==> src/rtl/ecc_point_ctrl.sv <==
`default_nettype none
// ============================================================================
// Module   : ecc_point_ctrl
// Brief    : Sequencer for affine elliptic-curve point add / double. Issues
//            the GF(p) operation list one op at a time to an external
//            arithmetic unit and collects the results in a small register file.
// Revision : 1.0 - initial release
// ============================================================================
module ecc_point_ctrl #(
    parameter int SIZE = 32
) (
    input  logic            i_clk,
    input  logic            i_rst,
    input  logic            start,
    input  logic            op_double,
    input  logic [SIZE-1:0] x1,
    input  logic [SIZE-1:0] y1,
    input  logic [SIZE-1:0] x2,
    input  logic [SIZE-1:0] y2,
    input  logic [SIZE-1:0] a,
    output logic [SIZE-1:0] x3,
    output logic [SIZE-1:0] y3,
    output logic            inf,
    output logic            busy,
    output logic            done,
    output logic [SIZE-1:0] gf_in_0,
    output logic [SIZE-1:0] gf_in_1,
    output logic [1:0]      gf_op,
    output logic            gf_start,
    input  logic [SIZE-1:0] gf_result,
    input  logic            gf_done
);

    // Arithmetic-unit opcodes
    localparam logic [1:0] c_ADD = 2'd0;
    localparam logic [1:0] c_SUB = 2'd1;
    localparam logic [1:0] c_MUL = 2'd2;
    localparam logic [1:0] c_DIV = 2'd3;

    // Register-file slots: captured operands, temporaries, lambda and result
    localparam logic [3:0] c_X1 = 4'd0;
    localparam logic [3:0] c_Y1 = 4'd1;
    localparam logic [3:0] c_X2 = 4'd2;
    localparam logic [3:0] c_Y2 = 4'd3;
    localparam logic [3:0] c_A  = 4'd4;
    localparam logic [3:0] c_T0 = 4'd5;
    localparam logic [3:0] c_T1 = 4'd6;
    localparam logic [3:0] c_T2 = 4'd7;
    localparam logic [3:0] c_T3 = 4'd8;
    localparam logic [3:0] c_T4 = 4'd9;
    localparam logic [3:0] c_T5 = 4'd10;
    localparam logic [3:0] c_L  = 4'd11;
    localparam logic [3:0] c_X  = 4'd12;

    typedef enum logic [2:0] {
        IDLE  = 3'd0,
        CHECK = 3'd1,
        ISSUE = 3'd2,
        WAIT  = 3'd3,
        FIN   = 3'd4
    } state_t;

    state_t          state_q, state_d;
    logic [3:0]      step_q;
    logic            dbl_q;
    logic            inf_q;
    logic [SIZE-1:0] x3_q, y3_q;
    logic [SIZE-1:0] rf_q [0:15];

    logic [1:0]      w_op;
    logic [3:0]      w_src0, w_src1, w_dst;
    logic            w_last;
    logic            w_exit;
    logic            w_same;

    // Microcode: {opcode, source 0, source 1, destination} per step
    function automatic logic [13:0] ucode(input logic dbl, input logic [3:0] step);
        logic [13:0] u;
        u = '0;
        case ({dbl, step})
            // P1 + P2
            5'h00: u = {c_SUB, c_Y2, c_Y1, c_T0};
            5'h01: u = {c_SUB, c_X2, c_X1, c_T1};
            5'h02: u = {c_DIV, c_T0, c_T1, c_L };
            5'h03: u = {c_MUL, c_L,  c_L,  c_T2};
            5'h04: u = {c_SUB, c_T2, c_X1, c_T3};
            5'h05: u = {c_SUB, c_T3, c_X2, c_X };
            5'h06: u = {c_SUB, c_X1, c_X,  c_T4};
            5'h07: u = {c_MUL, c_L,  c_T4, c_T5};
            5'h08: u = {c_SUB, c_T5, c_Y1, 4'd13};
            // 2 * P1
            5'h10: u = {c_MUL, c_X1, c_X1, c_T0};
            5'h11: u = {c_ADD, c_T0, c_T0, c_T1};
            5'h12: u = {c_ADD, c_T1, c_T0, c_T1};
            5'h13: u = {c_ADD, c_T1, c_A,  c_T1};
            5'h14: u = {c_ADD, c_Y1, c_Y1, c_T2};
            5'h15: u = {c_DIV, c_T1, c_T2, c_L };
            5'h16: u = {c_MUL, c_L,  c_L,  c_T2};
            5'h17: u = {c_SUB, c_T2, c_X1, c_T3};
            5'h18: u = {c_SUB, c_T3, c_X1, c_X };
            5'h19: u = {c_SUB, c_X1, c_X,  c_T4};
            5'h1a: u = {c_MUL, c_L,  c_T4, c_T5};
            5'h1b: u = {c_SUB, c_T5, c_Y1, 4'd13};
            default: u = '0;
        endcase
        return u;
    endfunction

    assign {w_op, w_src0, w_src1, w_dst} = ucode(dbl_q, step_q);
    assign w_last = (step_q == (dbl_q ? 4'd11 : 4'd8));
    assign w_same = (rf_q[c_X1] == rf_q[c_X2]);
    // Early exit: vertical chord (P + -P) or doubling a point with y = 0
    assign w_exit = dbl_q ? (rf_q[c_Y1] == '0)
                          : (w_same && (rf_q[c_Y1] != rf_q[c_Y2]));

    // State register
    always_ff @(posedge i_clk or posedge i_rst) begin
        if (i_rst) begin
            state_q <= IDLE;
        end else begin
            state_q <= state_d;
        end
    end

    // Next-state and handshake outputs; operands held through ISSUE and WAIT
    always_comb begin
        state_d  = state_q;
        busy     = 1'b1;
        done     = 1'b0;
        gf_start = 1'b0;
        gf_op    = 2'd0;
        gf_in_0  = '0;
        gf_in_1  = '0;
        case (state_q)
            IDLE: begin
                busy = 1'b0;
                if (start) state_d = CHECK;
            end
            CHECK: state_d = w_exit ? FIN : ISSUE;
            ISSUE: begin
                gf_start = 1'b1;
                gf_op    = w_op;
                gf_in_0  = rf_q[w_src0];
                gf_in_1  = rf_q[w_src1];
                state_d  = WAIT;
            end
            WAIT: begin
                gf_op   = w_op;
                gf_in_0 = rf_q[w_src0];
                gf_in_1 = rf_q[w_src1];
                if (gf_done) state_d = w_last ? FIN : ISSUE;
            end
            FIN: begin
                done    = 1'b1;
                state_d = IDLE;
            end
            default: state_d = IDLE;
        endcase
    end

    // Operand capture, result write-back and output registers
    always_ff @(posedge i_clk or posedge i_rst) begin
        if (i_rst) begin
            step_q <= '0;
            dbl_q  <= 1'b0;
            inf_q  <= 1'b0;
            x3_q   <= '0;
            y3_q   <= '0;
            for (int i = 0; i < 16; i++) rf_q[i] <= '0;
        end else begin
            case (state_q)
                IDLE: begin
                    if (start) begin
                        rf_q[c_X1] <= x1;
                        rf_q[c_Y1] <= y1;
                        rf_q[c_X2] <= x2;
                        rf_q[c_Y2] <= y2;
                        rf_q[c_A]  <= a;
                        dbl_q      <= op_double;
                        inf_q      <= 1'b0;
                        step_q     <= '0;
                    end
                end
                CHECK: begin
                    if (w_exit) begin
                        inf_q <= 1'b1;
                        x3_q  <= '0;
                        y3_q  <= '0;
                    end else if (!dbl_q && w_same) begin
                        // P + P falls back to the tangent (doubling) formula
                        dbl_q <= 1'b1;
                    end
                end
                WAIT: begin
                    if (gf_done) begin
                        rf_q[w_dst] <= gf_result;
                        step_q      <= step_q + 4'd1;
                        if (w_last) begin
                            // Last op produces Y; publish so it is valid with done
                            x3_q <= rf_q[c_X];
                            y3_q <= gf_result;
                        end
                    end
                end
                default: ;
            endcase
        end
    end

    assign x3  = x3_q;
    assign y3  = y3_q;
    assign inf = inf_q;

endmodule
`default_nettype wire

==> config.mk <==
export PLATFORM = sky130hd
export DESIGN_NAME = ecc_point_ctrl
export DESIGN_NICKNAME = d
export VERILOG_FILES = /design/src/rtl/ecc_point_ctrl.sv
export SDC_FILE = /design/constraint.sdc
export NUM_CORES = 2
export LEC_CHECK = 0
export BUFFER_PORTS_ARGS = -buffer_cell sky130_fd_sc_hd__buf_2
export CAP_MARGIN = 40
export CORE_ASPECT_RATIO = 0.75
export CORE_MARGIN = 1.5
export CORE_UTILIZATION = 53
export DETAILED_ROUTE_END_ITERATION = 8
export GPL_TIMING_DRIVEN = 0
export HOLD_SLACK_MARGIN = 0.02
export PLACE_DENSITY = 0.73
export SYNTH_ARGS = -nofsm -noshare
export SYNTH_HDL_FRONTEND = slang
export SYNTH_SLANG_ARGS = --single-unit
export TNS_END_PERCENT = 30
==> constraint.sdc <==
create_clock -name i_clk -period 24.7 [get_ports i_clk]
set_clock_uncertainty 0.2 [all_clocks]
set_input_delay 2.47 -clock i_clk [delete_from_list [all_inputs] [get_ports i_clk]]
set_output_delay 2.47 -clock i_clk [all_outputs]
set_load 0.01 [all_outputs]
==> impl_metrics.py <==
metrics = {
    "synth": {
        "synth-seq-cells": 585,
        "yosysTopAreaCellShare": 0.422,
        "synth-edff-count": 0,
        "yosys.area.top_type": "dfrtp_1",
        "yosys-top-cells-area": "dfrtp_1 42%, mux2_2 16%, nand2_1 9.5%, nand3_1 2.9%, a311oi_1 2.8%",
        "synthArstFlopShare": 1.00,
        "yosysSeqAreaShare": 0.422,
        "ys_warn_count": 0,
        "postSynthCellCount": 3639,
        "synth_cell_type_count": 72,
        "avgSynthCellArea_um2": 9.54,
        "syn-num-nets": 3844,
        "syn_area_mm2": 0.0347,
        "synth_ff_type": "dfrtp_1",
    },
    "critical_path": {
        "startpoint_type": "flop",
        "r2r-start": "step_q[0]$_DFFE_PP0P_",
        "setup.worst_path.start": "step_q[0]$_DFFE_PP0P_",
        "cp.arrival_ps": 5790,
        "crit_chain": "buf_2 -> inv_1 -> ha_1 -> clkbuf_1 -> mux2_4 -> o211ai_4 -> clkbuf_1 -> clkbuf_1 -> and3_1 -> a2111oi_2 -> a311oi_1 -> a32oi_1 -> nor2_1 -> buf_2",
        "worstPathRequired_ps": 22030,
        "worst_path_most_repeated_cell": "clkbuf_1",
        "slowest_stage": "a311oi_1",
        "crit_path_end_kind": "primary output",
        "crit_fanout": 11,
        "crit_path_max_incr_delay_ps": 810,
        "path_class": "flop to primary output",
    },
    "finish": {
        "mostFrequentLayoutCells": "879 x nand2_1, 585 x dfrtp_1, 482 x mux2_2",
        "area_growth_pct": 15.3,
        "drive_above_1_share": 0.281,
        "final_cells": 4995,
        "num-nets-final": 4279,
        "final_common_cell": "nand2_1",
        "design_area_mm2": 0.0400,
    },
    "drt": {
        "vias": 35000,
        "met1_length_um": 63600,
        "first_pass_iters": 7,
        "topRoutingLayerUsed": "met5",
        "via_per_inst": 7.01,
        "wl_met2_um": 63800,
        "drt-total-wl_um": 167000,
        "wl_per_cell_um": 33.5,
        "drtIter0Drc": 5977,
        "ant_nets": 0,
        "drc": 0,
        "wl_met3_um": 28100,
    },
    "clock_network": {
        "cts.root.buffer_cell": "clkbuf_16",
        "cts_tree": "yes",
        "cts_max_path_buffers": 3,
        "clkSlewWorstSetupHoldPaths_ps": 70,
        "cts_hold_buf": 0,
        "insertion_delay_ps": 690,
        "clock_sinks": 585,
        "cts_setup_buffers": 0,
        "cts_buffers": 60,
        "cts_max_level": 2,
        "cts_resized": 0,
    },
    "timing": {
        "finalCriticalPeriod_ps": 8460,
        "slew_headroom": 0.269,
        "fin_crit_sh": 0.342,
        "finalSetupViolations": 0,
        "finalHoldViolCount": 0,
        "tightest_slew_ps": 1100,
        "fmax_mhz": 118,
        "tns_ps": 0,
        "rsz0062_at_grt": "no",
        "drv_slew": 0,
    },
    "floorplanning": {
        "die_w_um": 299,
        "die_h_um": 225,
        "row_count": 81,
        "core_area_mm2": 0.0650,
        "dieArea_mm2": 0.0671,
        "initial_core_util": 0.534,
        "ios": 331,
    },
    "global_routing": {
        "grt_pass1_vias": 32400,
        "grt_max_degree": 120,
        "overflow": 0,
        "grtUsageTotal": 0.486,
        "antenna_found_initial": 2,
        "grt_pass1_wl_um": 233000,
    },
    "job": {
        "cap_violations": 0,
    },
    "placed_design": {
        "placed_cell_area_mm2": 0.0380,
        "port_buffers": 330,
        "place_hpwl_um": 124000,
        "place_inst": 4883,
        "gp_congestion": 1.06,
    },
    "status": {
        "status": "completed",
    },
    "worst_hold_path": {
        "hp-start": "y3[11]$_DFFE_PP0P_",
        "min_path_type": "flop to flop",
    },
}
-- cells in the mapped netlist (8+ instances only) --
| cell | number |
|---|---|
| a2111oi_0 | 44 |
| a211oi_1 | 16 |
| a21oi_1 | 64 |
| a22o_1 | 35 |
| a311o_1 | 36 |
| a311oi_1 | 112 |
| a31oi_1 | 17 |
| a32o_1 | 63 |
| a32oi_1 | 16 |
| and3_1 | 154 |
| buf_1 | 18 |
| buf_2 | 121 |
| buf_4 | 27 |
| buf_6 | 24 |
| clkbuf_1 | 146 |
| dfrtp_1 | 585 |
| ha_1 | 8 |
| inv_1 | 10 |
| mux2_1 | 30 |
| mux2_2 | 482 |
| mux2i_1 | 71 |
| nand2_1 | 879 |
| nand2b_1 | 9 |
| nand3_1 | 204 |
| nand4_1 | 8 |
| nor2_1 | 36 |
| nor3_1 | 12 |
| nor4_1 | 22 |
| o21ai_0 | 169 |
| o2bb2ai_1 | 31 |
| or3_1 | 52 |
| xor2_1 | 59 |
-- metrics by stage --
| step | worst slack [ps] | hold slack [ps] | utilization |
|---|---|---|---|
| 3_3_place_gp | -1100 | 269 | 0.576 |
| 4_1_cts | 16600 | 289 | 0.616 |
| 3_5_place_dp | 17310 | 269 | 0.585 |
| 2_1_floorplan | 5660 | 271 | - |
| 5_1_grt | 16360 | 298 | 0.616 |
| 6_report | 16240 | 283 | 0.616 |
-- critical path: cells and delay by family (launching register included) --
family                     cells  cell delay (ps)
AOI/OAI and AO/OA              4             1430
adders and majority gates      1              230
DFF                            1              460
buffers and inverters          6             2080
muxes                          1              370
and+or+nand+nor                2              530
-- flip-flops by register name, indices dropped and copies added, names as in the netlist --
register,flops
state_q,3
inf,1
dbl_q,1
y3,32
x3,32
step_q,4
rf_q,512
-- per-layer routing --
| metal | vias up | GRT usage |
|---|---|---|
| li1 | 14000 | - |
| met1 | 17300 | 0.650 |
| met2 | 3079 | 0.636 |
| met3 | 608 | 0.225 |
| met4 | 4 | 0.287 |
| met5 | - | 0.00433 |
-- kinds of logic (layout without fill, tap and decap cells) --
kind of cell | after synthesis | after routing | synth area share
flops | 585 | 585 | 0.422
buf+inv | 350 | 829 | 0.0508
other cells | 0 | 6 | 0
fa+ha+maj | 8 | 8 | 0.00288
simple gates | 1403 | 1403 | 0.180
compound gates | 646 | 646 | 0.142
xor+xnor | 63 | 63 | 0.0159
mux | 584 | 584 | 0.187
-- worst paths after layout --
| kind | to | slack (ps) | cells past startpoint |
|---|---|---|---|
| worst max-delay path | gf_in_0[22] | 16240 | 14 |
| worst min-delay path | y3[11]$_DFFE_PP0P_ | 280 | 1 |
| worst max register to register | rf_q[366]$_DFFE_PP0P_ | 19860 | 12 |
| worst min register to register | y3[11]$_DFFE_PP0P_ | 280 | 1 |
| max in group asynchronous | rf_q[302]$_DFFE_PP0P_ | 20640 | 5 |
| min in group asynchronous | y3[20]$_DFFE_PP0P_ | 1670 | 2 |
-- layout make-up --
type	count	area (um^2)
inverters	10	45.0
multi-input cells	2704	18300
fillers	5745	24900
repair buffers	373	2210
plain buffers	340	1720
diodes	6	15.0
flip-flops and latches	585	14600
clock inverters	15	188
clock buffers	91	1800
well taps	871	1090
Power is left out: the tool's default activity adds up to more than one toggle a clock period on the data nets, which glitch-free logic cannot reach.
